### src/rtl/oam_dma.sv
// OAM DMA engine: snoops CPU writes to REG_ADDRESS, halts the CPU, then copies
// LENGTH bytes from page {page,00..} to TARGET_ADDRESS, one read/write pair per
// byte, with every state change paced by the CPU-cycle strobe.
// Optional build macro: OAM_DMA_ALIGN_EN adds the one-strobe ALIGN state that is
// inserted after HALT when the transfer starts on an odd CPU cycle.
module oam_dma #(
    parameter logic [15:0] REG_ADDRESS    = 16'h4014,
    parameter logic [15:0] TARGET_ADDRESS = 16'h2004,
    parameter int unsigned LENGTH         = 256
) (
    input  logic        clock_i,
    input  logic        reset_i,
    input  logic        cycle_strobe_i,
    input  logic [15:0] cpu_address_i,
    input  logic [7:0]  cpu_data_i,
    input  logic        cpu_write_i,
    input  logic [7:0]  data_i,
    input  logic        data_valid_i,
    output logic        cpu_halt_o,
    output logic [15:0] address_o,
    output logic [7:0]  data_o,
    output logic        read_o,
    output logic        write_o
);

    typedef enum logic [2:0] {
        ST_IDLE  = 3'd0,
        ST_HALT  = 3'd1,
        ST_ALIGN = 3'd2,
        ST_READ  = 3'd3,
        ST_WRITE = 3'd4
    } state_t;

    // index is 8 bits, so LENGTH=256 ends at 8'hFF without ever wrapping
    localparam logic [7:0] LAST_INDEX = 8'(LENGTH - 1);

    state_t      state_q, state_d;
    logic [7:0]  page_q, page_d;
    logic [7:0]  index_q, index_d;
    logic [7:0]  byte_q, byte_d;
    logic        have_byte_q, have_byte_d;
    logic        cpu_halt_q, cpu_halt_d;
    logic        read_q, read_d;
    logic        write_q, write_d;
    logic [15:0] address_q, address_d;
    logic [7:0]  data_q, data_d;
    logic        take_align;
    logic        trigger;

`ifdef OAM_DMA_ALIGN_EN
    logic parity_q, parity_d;

    // CPU-cycle parity; parity_d already counts the current strobe, so the
    // value seen on the HALT-exit strobe equals the parity of the trigger strobe
    always_comb begin
        parity_d   = cycle_strobe_i ? ~parity_q : parity_q;
        take_align = parity_d;
    end
`else
    // Without alignment support the HALT state always proceeds straight to READ
    always_comb begin
        take_align = 1'b0;
    end
`endif

    // Next-state, datapath and registered-output computation
    always_comb begin
        state_d     = state_q;
        page_d      = page_q;
        index_d     = index_q;
        byte_d      = byte_q;
        have_byte_d = have_byte_q;
        trigger     = cycle_strobe_i && cpu_write_i && (cpu_address_i == REG_ADDRESS);

        case (state_q)
            ST_IDLE: begin
                if (trigger) begin
                    page_d  = cpu_data_i;
                    index_d = 8'd0;
                    state_d = ST_HALT;
                end
            end
            ST_HALT: begin
                if (cycle_strobe_i) begin
                    state_d = take_align ? ST_ALIGN : ST_READ;
                end
            end
            ST_ALIGN: begin
                if (cycle_strobe_i) begin
                    state_d = ST_READ;
                end
            end
            ST_READ: begin
                // The bus may answer on any clock; a same-clock answer still
                // counts toward leaving READ on this strobe.
                if (data_valid_i) begin
                    byte_d      = data_i;
                    have_byte_d = 1'b1;
                end
                if (cycle_strobe_i && (have_byte_q || data_valid_i)) begin
                    state_d = ST_WRITE;
                end
            end
            ST_WRITE: begin
                have_byte_d = 1'b0;
                if (cycle_strobe_i) begin
                    if (index_q == LAST_INDEX) begin
                        state_d = ST_IDLE;
                    end else begin
                        index_d = index_q + 8'd1;
                        state_d = ST_READ;
                    end
                end
            end
            default: begin
                state_d = ST_IDLE;
            end
        endcase

        // Outputs are derived from the next state so they are registered yet
        // line up with the state the engine is in
        cpu_halt_d = (state_d != ST_IDLE);
        read_d     = (state_d == ST_READ);
        write_d    = (state_d == ST_WRITE);
        address_d  = 16'd0;
        data_d     = 8'd0;
        if (state_d == ST_READ) begin
            address_d = {page_d, index_d};
        end else if (state_d == ST_WRITE) begin
            address_d = TARGET_ADDRESS;
            data_d    = byte_d;
        end
    end

    // State and output registers; reset overrides any trigger or strobe
    always_ff @(posedge clock_i) begin
        if (reset_i) begin
            state_q     <= ST_IDLE;
            page_q      <= 8'd0;
            index_q     <= 8'd0;
            byte_q      <= 8'd0;
            have_byte_q <= 1'b0;
            cpu_halt_q  <= 1'b0;
            read_q      <= 1'b0;
            write_q     <= 1'b0;
            address_q   <= 16'd0;
            data_q      <= 8'd0;
`ifdef OAM_DMA_ALIGN_EN
            parity_q    <= 1'b0;
`endif
        end else begin
            state_q     <= state_d;
            page_q      <= page_d;
            index_q     <= index_d;
            byte_q      <= byte_d;
            have_byte_q <= have_byte_d;
            cpu_halt_q  <= cpu_halt_d;
            read_q      <= read_d;
            write_q     <= write_d;
            address_q   <= address_d;
            data_q      <= data_d;
`ifdef OAM_DMA_ALIGN_EN
            parity_q    <= parity_d;
`endif
        end
    end

    assign cpu_halt_o = cpu_halt_q;
    assign read_o     = read_q;
    assign write_o    = write_q;
    assign address_o  = address_q;
    assign data_o     = data_q;

endmodule

### config.mk
export PLATFORM = sky130hd
export DESIGN_NAME = oam_dma
export DESIGN_NICKNAME = d
export VERILOG_FILES = /design/src/rtl/oam_dma.sv
export SDC_FILE = /design/constraint.sdc
export NUM_CORES = 1
export LEC_CHECK = 0
export BUFFER_PORTS_ARGS = -buffer_cell sky130_fd_sc_hd__buf_4
export CORE_MARGIN = 4
export CORE_UTILIZATION = 47
export DETAILED_ROUTE_END_ITERATION = 10
export PLACE_DENSITY_LB_ADDON = 0.25
export SLEW_MARGIN = 0
export SYNTH_ARGS = -nofsm -noshare
export SYNTH_HDL_FRONTEND = slang
export SYNTH_SLANG_ARGS = --single-unit
### constraint.sdc
create_clock -name clock_i -period 4.7 [get_ports clock_i]
set_input_delay 0.235 -clock clock_i [delete_from_list [all_inputs] [get_ports clock_i]]
set_output_delay 0.235 -clock clock_i [all_outputs]
set_load 0.02 [all_outputs]
# Yosys cells after proc, flatten, opt, wreduce, memory -nomap -nowiden
# Cells that the tools add are included.
[op_classes] bitwise=1 n_addsub=1 reduce_logical=10 n_mux=18 eq_ne=9
[ops] op="8-bit two-way mux" n=7
[ops] op="16-bit by 15-bit equality test with 1-bit output, second input constant" n=1
[ops] op="16-bit two-way mux" n=1
[ops] op="8-bit one-hot mux with 2 select lines" n=1
[ops] op="14-bit two-way mux" n=1
[ops] op="3-bit two-way mux" n=4
[ops] op="3-bit one-hot mux with 4 select lines" n=1
[ops] op="3-bit by 2-bit equality test with 1-bit output, second input constant" n=3
[ops] op="8-bit by 1-bit adder with 8-bit output, second input constant" n=1
[ops] op="8-bit equality test, second input constant" n=1
[ops] op="3-bit equality test, second input constant" n=2
[ops] op="3-bit by 1-bit equality test with 1-bit output, second input constant" n=1
[ops] op="1-bit logical AND" n=3
[ops] op="3-bit zero test" n=1
[ops] op="3-bit nonzero test" n=1
[ops] op="3-bit OR reduction" n=1
[ops] op="2-bit two-way mux" n=1
[ops] op="2-bit != test, second input constant" n=1
[ops] op="1-bit one-hot mux with 2 select lines" n=1
[ops] op="2-bit AND reduction" n=1
[ops] op="2-bit nonzero test" n=1
[ops] op="2-bit OR reduction" n=1
[ops] op="1-bit logical OR" n=1
[ops] op="1-bit two-way mux" n=1
[ops] op="1-bit inverter" n=1
[totals] word_cells=49 out_inout_bits=27 register_bits=55 in_bits=37

# Longest topological paths before layout
# Gate-level depths: netlist of the first run.
[logic_depth] word_depth=7 depth_mapped=7 depth_no_buf=5

# Worst setup path before layout of the first run
# No wires, ideal clock.
[synth_timing] path_kind="register to register" startpoint="register index_q[0]" endpoint="register address_q[3], in the netlist address_o[3]" required_ps=4573 synth_period_minus_slack_ps=1562 stages_incl_launch_ff=7 t_arrival_ps=1435 path_buffers=1 setup_time_ps=127 setup_slack_ps=3138 path_cell_list="dfxtp_1 ha_1 nand2_1 o31a_2 o21ai_4 buf_6 a21oi_1"
[synth_between] elab_chain_cells=6 elab_cells_between_ends=10 cone_classes="add/sub: 1; eq/ne: 2; mux: 7"
[synth_lines] element="from (decl)" line_no="39" rtl="logic [7:0] index_q, index_d;"
[synth_lines] element="from (signal assigned)" line_no="154" rtl="index_q <= index_d;"
[synth_lines] element="branches (longest 5 deep; another with 8-bit by 1-bit adder with 8-bit output)"
[synth_lines] element="16-bit two-way mux *" line_no="127" rtl="if (state_d == ST_READ) begin"
[synth_lines] element="to (signal assigned)" line_no="160" rtl="address_q <= address_d;"
[synth_lines] element="to (decl)" line_no="45" rtl="logic [15:0] address_q, address_d;"
# Mark *: on every way between the ends.
# A chain may end at the register's enable or synchronous reset.

# Worst setup path in the final report of the first run
[layout_timing] startpoint="register state_q[1]" endpoint="register address_q[2], in the netlist address_o[2]"
[layout_between] elab_chain_cells=6 elab_cells_between_ends=16 cone_classes="eq/ne: 6; mux: 8; reduce/logical: 2"
[layout_lines] element="from (decl)" line_no="37" rtl="state_t state_q, state_d;"
[layout_lines] element="from (signal assigned)" line_no="152" rtl="state_q <= state_d;"
[layout_lines] element="3-bit by 2-bit equality test with 1-bit output or 3-bit by 1-bit equality test with 1-bit output (tied branches)" line_no="75" rtl="case (state_q)"
[layout_lines] element="2-bit OR reduction (no line)"
[layout_lines] element="3-bit one-hot mux with 4 select lines" line_no="75"
[layout_lines] element="3-bit equality test" line_no="129" rtl="end else if (state_d == ST_WRITE) begin"
[layout_lines] element="14-bit two-way mux" line_no="129"
[layout_lines] element="16-bit two-way mux *" line_no="127"
# Mark *: on every way between the ends. The rest lies on a longest branch, timed or not.

==> key figures, run 1 <==
STA
  – Final Skew: 9.46 ps
  – Max Fclk: 483 MHz
  – Final setup TNS: 0 ps
  – Slew headroom: 36.4%
  – Worst slew pin tran: 952 ps
  – RSZ-0062 raised after global routing: no
  – Final Max Tran Viols: 0
  – Final hold violation count: 0
  – Final min period: 2070 ps
  – WHS: 190 ps
  – Final Setup Violations: 0
  – Period Utilization, post-route: 44.1%

Place
  – Placed Area: 2620 µm²
  – IO Port Bufs: 63
  – DPL Wire Length: 3.40 mm
  – Routability Congestion: 0.947

Worst setup path
  – WS Path Type: flip-flop to flip-flop
  – Critical path endpoint category: flip-flop
  – Origin of the critical flop-to-flop path: state_q[1]
  – Crit Path Max Fanout: 15
  – Reg-to-reg critical path endpoint: address_o[2]
  – Worst path required time: 4880 ps
  – R2r worst-path depth: 4
  – Reg2Reg Setup Slack: 2630 ps
  – CP Data Arrival Time: 2250 ps
  – Crit start category: flip-flop

Synthesis
  – Mapped Area: 2160 µm²
  – FF+latch count, synth: 55
  – Syn_nets: 266
  – Post-synth EDFFs: 0
  – Cells after synthesis: 228
  – Syn. warnings: 0
  – Synth Flop Type: dfxtp_1
  – Asr flop ratio synth: 0%
  – Count of different cell masters after synthesis: 46
  – Syn_area_per_cell: 9.47 µm²
  – Sequential-to-total area share from yosys stat: 51.0%

Global routing
  – Initial antenna violation count: 0
  – Largest net degree at the start of global routing: 32
  – Grt ovf: 0
  – GRT met2 Usage: 27.8%
  – Global-route wire length before repair: 7.61 mm
  – Met1 Usage GRT: 22.6%
  – Met3 usage: 4.75%
  – Vias in the first global route: 1667
  – GR peak layer: met2
  – Tot GR Track Use: 17.2%

Detailed routing
  – Final ANT Viol Nets: 0
  – Starting DRT DRC Count: 93
  – Via Count: 1838
  – Post-DR wirelength/cell: 14.3 µm
  – DRC viols: 0
  – DR pass1 iterations: 4
  – Routed WL: 4.82 mm
  – Vias/cell: 5.45

Die
  – Starting Density: 48.9%
  – DIE HEIGHT: 75.8 µm
  – Full die area: 5740 µm²
  – Die width: 75.8 µm
  – FP Rows: 24
  – Io pins: 64
  – Core area: 4410 µm²

Clocking
  – H-tree depth: 2
  – Clock insertion delay at the later pin of the skew report: 310 ps
  – CTS Buffer Depth: 2
  – CTS tree: built
  – CTS buffer count: 5
  – Hold_buf cts: 0
  – Root buffer selected by CTS: clkbuf_8
  – Post_cts resized: 0
  – Post-CTS setup repair buffer count: 0
  – CTS clock-pin slew for the worst setup and hold paths: 90 ps
  – CTS sink count: 55

Status
  – Outcome: completed

Pwr
  – Peak supply drop: 0.175 mV
  – Lkg Pwr: 0.00101 µW
  – PwrDens: 278 nW/µm²

Hold path
  – Hold path startpoint: data_i[0]
  – HP Class: input pin to flip-flop
  – Worst hold path depth: 3
  – Worst hold path endpoint: byte_q[0]

Finish
  – Final instance area: 2710 µm²
  – Layout cells sized above 1: 29.1%
  – Nets: 322
  – Synth-to-layout area growth: 25.4%
  – # diodes: 0
  – Most common cell after layout, fill and taps aside: buf_4
  – Most frequent cells in the layout: 63 x buf_4, 55 x dfxtp_1, 42 x a21oi_1

Flow run
  – Max Cap Viol: 0
## stage by stage
stage,util [%],setup WS [ps],instances,power [µW]
after global routing,61.3,2440,337,779
after CTS,61.3,2640,337,757
after global placement,59.4,2570,329,512
final,61.3,2630,337,754
after floorplan,-,3140,228,486
after detailed placement,59.4,2430,329,512
## worst max-delay path, stage by stage (launching register included)
cell,delay [ps]
dfxtp_1,430
nor4bb_4,340
nand4_1,610
o211ai_1,450
a31oi_1,120
## layer usage
metal / vias up / share of wire [%]
li1: 936 / -
met1: 830 / 46
met2: 66 / 44
met3: 6 / 9.4
met4: 0 / 1.2
met5: - / 0
## worst max path at each step
stage,startpoint,endpoint,slack [ps],cells past startpoint
finish,state_q[1],address_o[2],2630,4
global route,state_q[1],address_o[13],2440,4
CTS,state_q[1],address_o[13],2640,4
detailed placement,cpu_address_i[9],address_o[7],2430,5
global placement,cpu_address_i[9],address_o[13],2570,5
floorplan,index_q[0],address_o[3],3140,6
## synthesized netlist by cell type (4+ instances only)
library cell / instances / area [µm²]
a21oi_1: 42 / 210
and2_1: 8 / 50.1
buf_2: 8 / 40.0
clkbuf_1: 4 / 15.0
dfxtp_1: 55 / 1100
inv_1: 4 / 15.0
nand2_1: 23 / 86.3
nand4_1: 12 / 75.1
nor2_1: 10 / 37.5
nor3_1: 4 / 20.0
o21ai_0: 4 / 20.0
o21ai_1: 7 / 35.0
## state kept, by name (all words and copies together) (netlist names)
| signal | cells |
|---|---|
| have_byte_q | 1 |
| address_o | 16 |
| read_o | 1 |
| state_q | 3 |
| index_q | 8 |
| data_o | 8 |
| page_q | 8 |
| cpu_halt_o | 1 |
| byte_q | 8 |
| write_o | 1 |
## cell type report
type | count | area [µm²]
tap | 52 | 65.1
timing repair buffer | 63 | 473
sequential | 55 | 1100
fill | 380 | 1710
clock inverter | 2 | 12.5
inverter | 5 | 18.8
multi-input combinational | 154 | 965
clock buffer | 6 | 72.6
## report_power, final
group / switching [µW] / internal, µW / total (µW)
clock: 149 / 105 / 253
sequential: 0.000646 / 466 / 466
combinational: 13.4 / 21.6 / 35.0
total: 162 / 592 / 754
## cell families after synthesis
kind of cell,synth area share (%)
AO/OA/AOI/OAI,21.6
adder cells (fa/ha/maj),0.580
buffers and inverters,4.29
flip-flops,51.0
multiplexers,0.464
AND/OR/NAND/NOR,22.0
(Power assumes the default switching activity.)
==> run 2: changes to the inputs <==
--- a/config.mk
+++ b/config.mk
@@ -5,6 +5,7 @@
 export SDC_FILE = /design/constraint.sdc
 export NUM_CORES = 1
 export LEC_CHECK = 0
+export ABC_AREA = 1
 export BUFFER_PORTS_ARGS = -buffer_cell sky130_fd_sc_hd__buf_4
 export CORE_MARGIN = 4
 export CORE_UTILIZATION = 47
==> constraint.sdc (replaced) <==
create_clock -name clock_i -period 2 [get_ports clock_i]
set_input_delay 0.1 -clock clock_i [delete_from_list [all_inputs] [get_ports clock_i]]
set_output_delay 0.1 -clock clock_i [all_outputs]
set_load 0.02 [all_outputs]
==> run 2 against run 1 <==
Compared with the run above:
- synthesized cell count is 23% higher
- area after synthesis grew 4.0%
- flip-flop and latch count unchanged
- clock skew fell by 6.5 ps
- final area increased by 4.4%
- global-route usage decreased by 1.8 points
- final cell count rose by 18%
==> key figures, run 2 <==
Global routing
  – Grt ovf: 0
  – Vias in the first global route: 1763
  – Global-route wire length before repair: 7.62 mm
  – Tot GR Track Use: 15.4%
  – Largest net degree at the start of global routing: 19
  – Initial antenna violation count: 0

Pwr
  – Reg power frac: 62.1%
  – Peak supply drop: 0.593 mV
  – Pint: 1390 µW
  – Net Sw Power: 371 µW
  – Clock share of power: 33.0%
  – Lkg Pwr: 0.00148 µW
  – PwrDens: 623 nW/µm²
  – Switch share: 21.0%
  – Combinational fraction of design power: 4.9%

Die
  – Full die area: 5950 µm²
  – Core area: 4470 µm²
  – Die width: 77.1 µm
  – Starting Density: 50.2%
  – Io pins: 64
  – FP Rows: 24
  – DIE HEIGHT: 77.1 µm

Hold path
  – HP Class: input pin to flip-flop

Clocking
  – Post_cts resized: 0
  – CTS buffer count: 5
  – Clock insertion delay at the later pin of the skew report: 290 ps
  – H-tree depth: 2
  – CTS sink count: 55
  – CTS clock-pin slew for the worst setup and hold paths: 90 ps
  – Hold_buf cts: 0
  – Post-CTS setup repair buffer count: 0
  – CTS Buffer Depth: 2
  – Root buffer selected by CTS: clkbuf_8
  – CTS tree: built

STA
  – Period Utilization, post-route: 89.6%
  – Slew headroom: 68.6%
  – Final Setup Violations: 0
  – Final setup TNS: 0 ps
  – Final Skew: 2.96 ps
  – Final hold violation count: 0
  – RSZ-0062 raised after global routing: no
  – Post-route setup slack: 208 ps
  – Max Fclk: 558 MHz
  – Worst slew pin tran: 470 ps
  – Final min period: 1790 ps
  – Final Max Tran Viols: 0
  – WHS: 53.6 ps

Place
  – DPL Wire Length: 3.45 mm
  – Setup WS pre-CTS: 248 ps
  – Placed Area: 2740 µm²
  – Placed insts: 391
  – Routability Congestion: 0.841
  – IO Port Bufs: 63

Worst setup path
  – Crit Path Max Fanout: 11
  – CP Data Arrival Time: 1980 ps
  – WS Path Type: flip-flop to flip-flop
  – Critical path endpoint category: flip-flop
  – Worst path required time: 2180 ps
  – Crit start category: flip-flop

Finish
  – Layout cells sized above 1: 30.0%
  – Number of flip-flops in the largest register: 16
  – Nets: 384
  – Sequential cell area: 1100 µm²
  – Synth-to-layout area growth: 26.0%
  – Most common cell after layout, fill and taps aside: buf_4
  – Area taken by multi-input logic gates: 912 µm²
  – Final instance area: 2830 µm²
  – # diodes: 0
  – Most frequent cells in the layout: 65 x buf_4, 55 x dfxtp_1, 44 x nand2_1, 44 x nor2_1, 41 x inv_1
  – Fillers: 395
  – Final Non-Filler Cells: 399

Synthesis
  – Count of different cell masters after synthesis: 29
  – Syn. warnings: 0
  – Cells after synthesis: 281
  – Synth top area share: 49.1%
  – Syn_nets: 319
  – Sequential-to-total area share from yosys stat: 49.1%
  – FF+latch count, synth: 55
  – Synth area leaders: dfxtp_1 49%, nand2_1 7.4%, nor2_1 7.4%, inv_1 6.9%, nand3_1 5.4%
  – Count leader, synth: dfxtp_1
  – Post-synth EDFFs: 0
  – Top cell type by total area after synthesis: dfxtp_1
  – Mapped Area: 2240 µm²
  – Synth Flop Type: dfxtp_1
  – Commonest cells post-synth: 55 x dfxtp_1, 44 x nand2_1, 44 x nor2_1
  – Syn_area_per_cell: 7.99 µm²
  – Asr flop ratio synth: 0%

Detailed routing
  – DR pass1 iterations: 5
  – Final ANT Viol Nets: 0
  – Starting DRT DRC Count: 100
  – Post-DR wirelength/cell: 11.3 µm
  – Routed WL: 4.51 mm
  – DRC viols: 0
  – Via Count: 1898
  – Vias/cell: 4.76

Flow run
  – Max Cap Viol: 0

Status
  – Outcome: completed
## run 2: final timing paths
kind / startpoint / cells past startpoint / end / slack (ps)
setup reg to reg: index_q[0] / 10 / address_o[1] / 210
setup / recovery: index_q[0] / 10 / address_o[1] / 210
hold / removal: data_i[6] / 3 / data_o[6] / 50
hold reg to reg: have_byte_q / 2 / have_byte_q / 480
## run 2: layer usage
layer | routed length [µm] | vias to the layer above | global-route usage (%)
met5 | 0 | - | 0
met4 | 19 | 0 | 2.67
met3 | 352 | 2 | 4.80
met2 | 2070 | 58 | 26.0
met1 | 2070 | 838 | 19.4
li1 | - | 1000 | -
## run 2: power by group through the flow
| stage | Clock [µW] | Sequential [µW] | Combinational [µW] |
|---|---|---|---|
| floorplan | 0 | 1120 | 24.9 |
| global placement | 0 | 1120 | 86.0 |
| detailed placement | 0 | 1120 | 87.4 |
| CTS | 597 | 1090 | 87.4 |
| global route | 645 | 1090 | 95.3 |
| finish | 581 | 1090 | 87.1 |
## run 2: cell type report
cell class	count	area share, %
inverters	47	6.24
repair buffers	65	17.3
clock inverters	2	0.442
well taps	52	2.30
flip-flops and latches	55	38.9
multi-input cells	172	32.3
clock buffers	6	2.57
## run 2: cells by family after synthesis
| logic type | after synthesis | share of synthesized area, % |
|---|---|---|
| flip-flops | 55 | 49.1 |
| AND/OR/NAND/NOR | 140 | 28.6 |
| multiplexers | 8 | 3.57 |
| XOR/XNOR | 1 | 0.390 |
| AO/OA/AOI/OAI | 22 | 7.52 |
| buffers and inverters | 54 | 10.3 |
| adder cells (fa/ha/maj) | 1 | 0.557 |
## run 2: worst max-delay path, stage by stage (launching register included)
cell	delay (ps)
dfxtp_1	370
ha_1	220
nand3_1	140
nor2_1	150
nand3_1	120
nand2_2	90
nand2_2	70
a21boi_2	130
nor2_2	70
inv_2	240
nor2_1	80
## run 2: per-stage QoR
step	utilization, %	total power (µW)
CTS	63.2	1780
floorplan	-	1140
global placement	61.3	1210
detailed placement	61.3	1210
finish	63.2	1760
global route	63.2	1830
==> run 3: changes to the inputs <==
--- a/config.mk
+++ b/config.mk
@@ -10,7 +10,8 @@
 export CORE_MARGIN = 4
 export CORE_UTILIZATION = 47
 export DETAILED_ROUTE_END_ITERATION = 10
-export PLACE_DENSITY_LB_ADDON = 0.25
+export PLACE_DENSITY = 0.73
+export RECOVER_POWER = 50
 export SLEW_MARGIN = 0
 export SYNTH_ARGS = -nofsm -noshare
 export SYNTH_HDL_FRONTEND = slang
==> run 3 against run 2 <==
Compared with the run above:
- die area unchanged
- total power about the same
- clock skew rose by 2.9 ps
- first-iteration DRC count grew 21%
- utilization shrank 2.3 points
- via count fell by 0.74%
- non-clock buffer count did not move
- maximum frequency grew 1.7%
- register-to-register slack improved by 30 ps
- final cell count did not move
- critical path depth did not move
- critical path type unchanged
- critical endpoint unchanged
- largest power group unchanged
==> key figures, run 3 (synthesized netlist as in run 2, its figures left out) <==
Status
  – Outcome: completed

STA
  – Final Skew: 5.87 ps
  – Final Max Tran Viols: 0
  – Max Fclk: 568 MHz
  – Period Utilization, post-route: 88.1%
  – RSZ-0062 raised after global routing: no
  – Final hold violation count: 0
  – Final Setup Violations: 0
  – Final setup TNS: 0 ps
  – Slew headroom: 68.1%
  – Worst slew pin tran: 477 ps
  – Final min period: 1760 ps

Pwr
  – Reg power frac: 62.1%
  – Lkg Pwr: 0.00136 µW
  – Switch share: 21.1%
  – Clock share of power: 33.0%
  – Combinational fraction of design power: 4.9%
  – Pint: 1390 µW
  – Power after layout: 1760 µW
  – Net Sw Power: 371 µW
  – PwrDens: 646 nW/µm²
  – Peak supply drop: 0.410 mV

Worst setup path
  – Worst path required time: 2190 ps
  – Crit start category: flip-flop
  – Reg-to-reg critical path endpoint: address_o[1]
  – CP Data Arrival Time: 1950 ps
  – Critical path endpoint category: flip-flop
  – WS Path Type: flip-flop to flip-flop
  – Crit Path Max Fanout: 11
  – Reg2Reg Setup Slack: 240 ps
  – Origin of the critical flop-to-flop path: index_q[0]
  – R2r worst-path depth: 10

Detailed routing
  – Via Count: 1884
  – Final ANT Viol Nets: 0
  – Starting DRT DRC Count: 121
  – DR pass1 iterations: 5
  – Post-DR wirelength/cell: 11.4 µm
  – Routed WL: 4.57 mm
  – Vias/cell: 4.72
  – DRC viols: 0

Die
  – Full die area: 5950 µm²
  – DIE HEIGHT: 77.1 µm
  – FP Rows: 24
  – Io pins: 64
  – Core area: 4470 µm²
  – Die width: 77.1 µm
  – Starting Density: 50.2%

Finish
  – Number of flip-flops in the largest register: 16
  – Layout cells sized above 1: 22.2%
  – Fillers: 444
  – Synth-to-layout area growth: 21.5%
  – Most common cell after layout, fill and taps aside: dfxtp_1
  – Nets: 384
  – # diodes: 0
  – Sequential cell area: 1100 µm²
  – Area taken by multi-input logic gates: 912 µm²
  – Most frequent cells in the layout: 55 x dfxtp_1, 44 x nand2_1, 44 x nor2_1

Clocking
  – Post-CTS setup repair buffer count: 0
  – Clock insertion delay at the later pin of the skew report: 300 ps
  – CTS buffer count: 5
  – Root buffer selected by CTS: clkbuf_8
  – CTS clock-pin slew for the worst setup and hold paths: 90 ps
  – CTS tree: built
  – CTS sink count: 55
  – Hold_buf cts: 0
  – Post_cts resized: 0
  – CTS Buffer Depth: 2
  – H-tree depth: 2

Global routing
  – Grt ovf: 0
  – Global-route wire length before repair: 8.11 mm
  – Initial antenna violation count: 0
  – Largest net degree at the start of global routing: 20
  – Tot GR Track Use: 16.5%
  – Vias in the first global route: 1864

Place
  – DPL Wire Length: 3.42 mm
  – Routability Congestion: 0.869
  – IO Port Bufs: 63

Hold path
  – HP Class: input pin to flip-flop
  – Worst hold path endpoint: data_o[7]
  – Worst hold path depth: 3
  – Hold path startpoint: data_i[7]

Flow run
  – Max Cap Viol: 0
run 3: worst max-delay path by stage:
stage	slack, ps	start	endpoint	cells after the start
4_1_cts	220	index_q[0]	address_o[1]	10
3_3_place_gp	310	index_q[0]	address_o[1]	10
3_5_place_dp	230	index_q[0]	address_o[1]	10
2_1_floorplan	490	index_q[0]	address_o[11]	11
6_report	240	index_q[0]	address_o[1]	10
5_1_grt	40	index_q[0]	address_o[1]	10
run 3: stage by stage:
stage,instances,hold slack (ps),instance area [µm²],setup WS [ps],util [%]
final,399,47.7,2730,239,60.9
after global routing,399,55.7,2730,41.6,60.9
after CTS,399,41.3,2830,219,63.2
after detailed placement,391,357,2740,233,61.3
after global placement,391,354,2740,307,61.3
after floorplan,281,177,2240,488,-
run 3: power by group through the flow:
stage | Sequential [µW] | Clock (µW) | Combinational (µW)
finish | 1090 | 582 | 86.4
global route | 1090 | 652 | 95.8
CTS | 1090 | 610 | 86.9
floorplan | 1120 | 0 | 24.9
global placement | 1120 | 0 | 85.9
detailed placement | 1120 | 0 | 86.5
run 3: layout make-up:
type,instances,area share (%)
Clock inverter,2,0.459
Timing Repair Buffer,65,14.2
Multi-Input combinational cell,172,33.5
Sequential cell,55,40.4
Inverter,47,6.47
Clock buffer,6,2.66
Tap cell,52,2.39
run 3: critical path: stages (launching register included):
cell,delay (ps)
dfxtp_1,370
ha_1,220
nand3_1,110
nor2_1,140
nand3_1,120
nand2_2,90
nand2_2,70
a21boi_2,130
nor2_2,70
inv_2,240
nor2_1,90
run 3: per-layer routing:
metal	up-vias	wire [µm]	GRT usage [%]
met4	0	52	4.98
met5	-	0	0
met1	829	2110	19.5
met3	5	297	4.92
met2	51	2110	28.7
li1	999	-	-
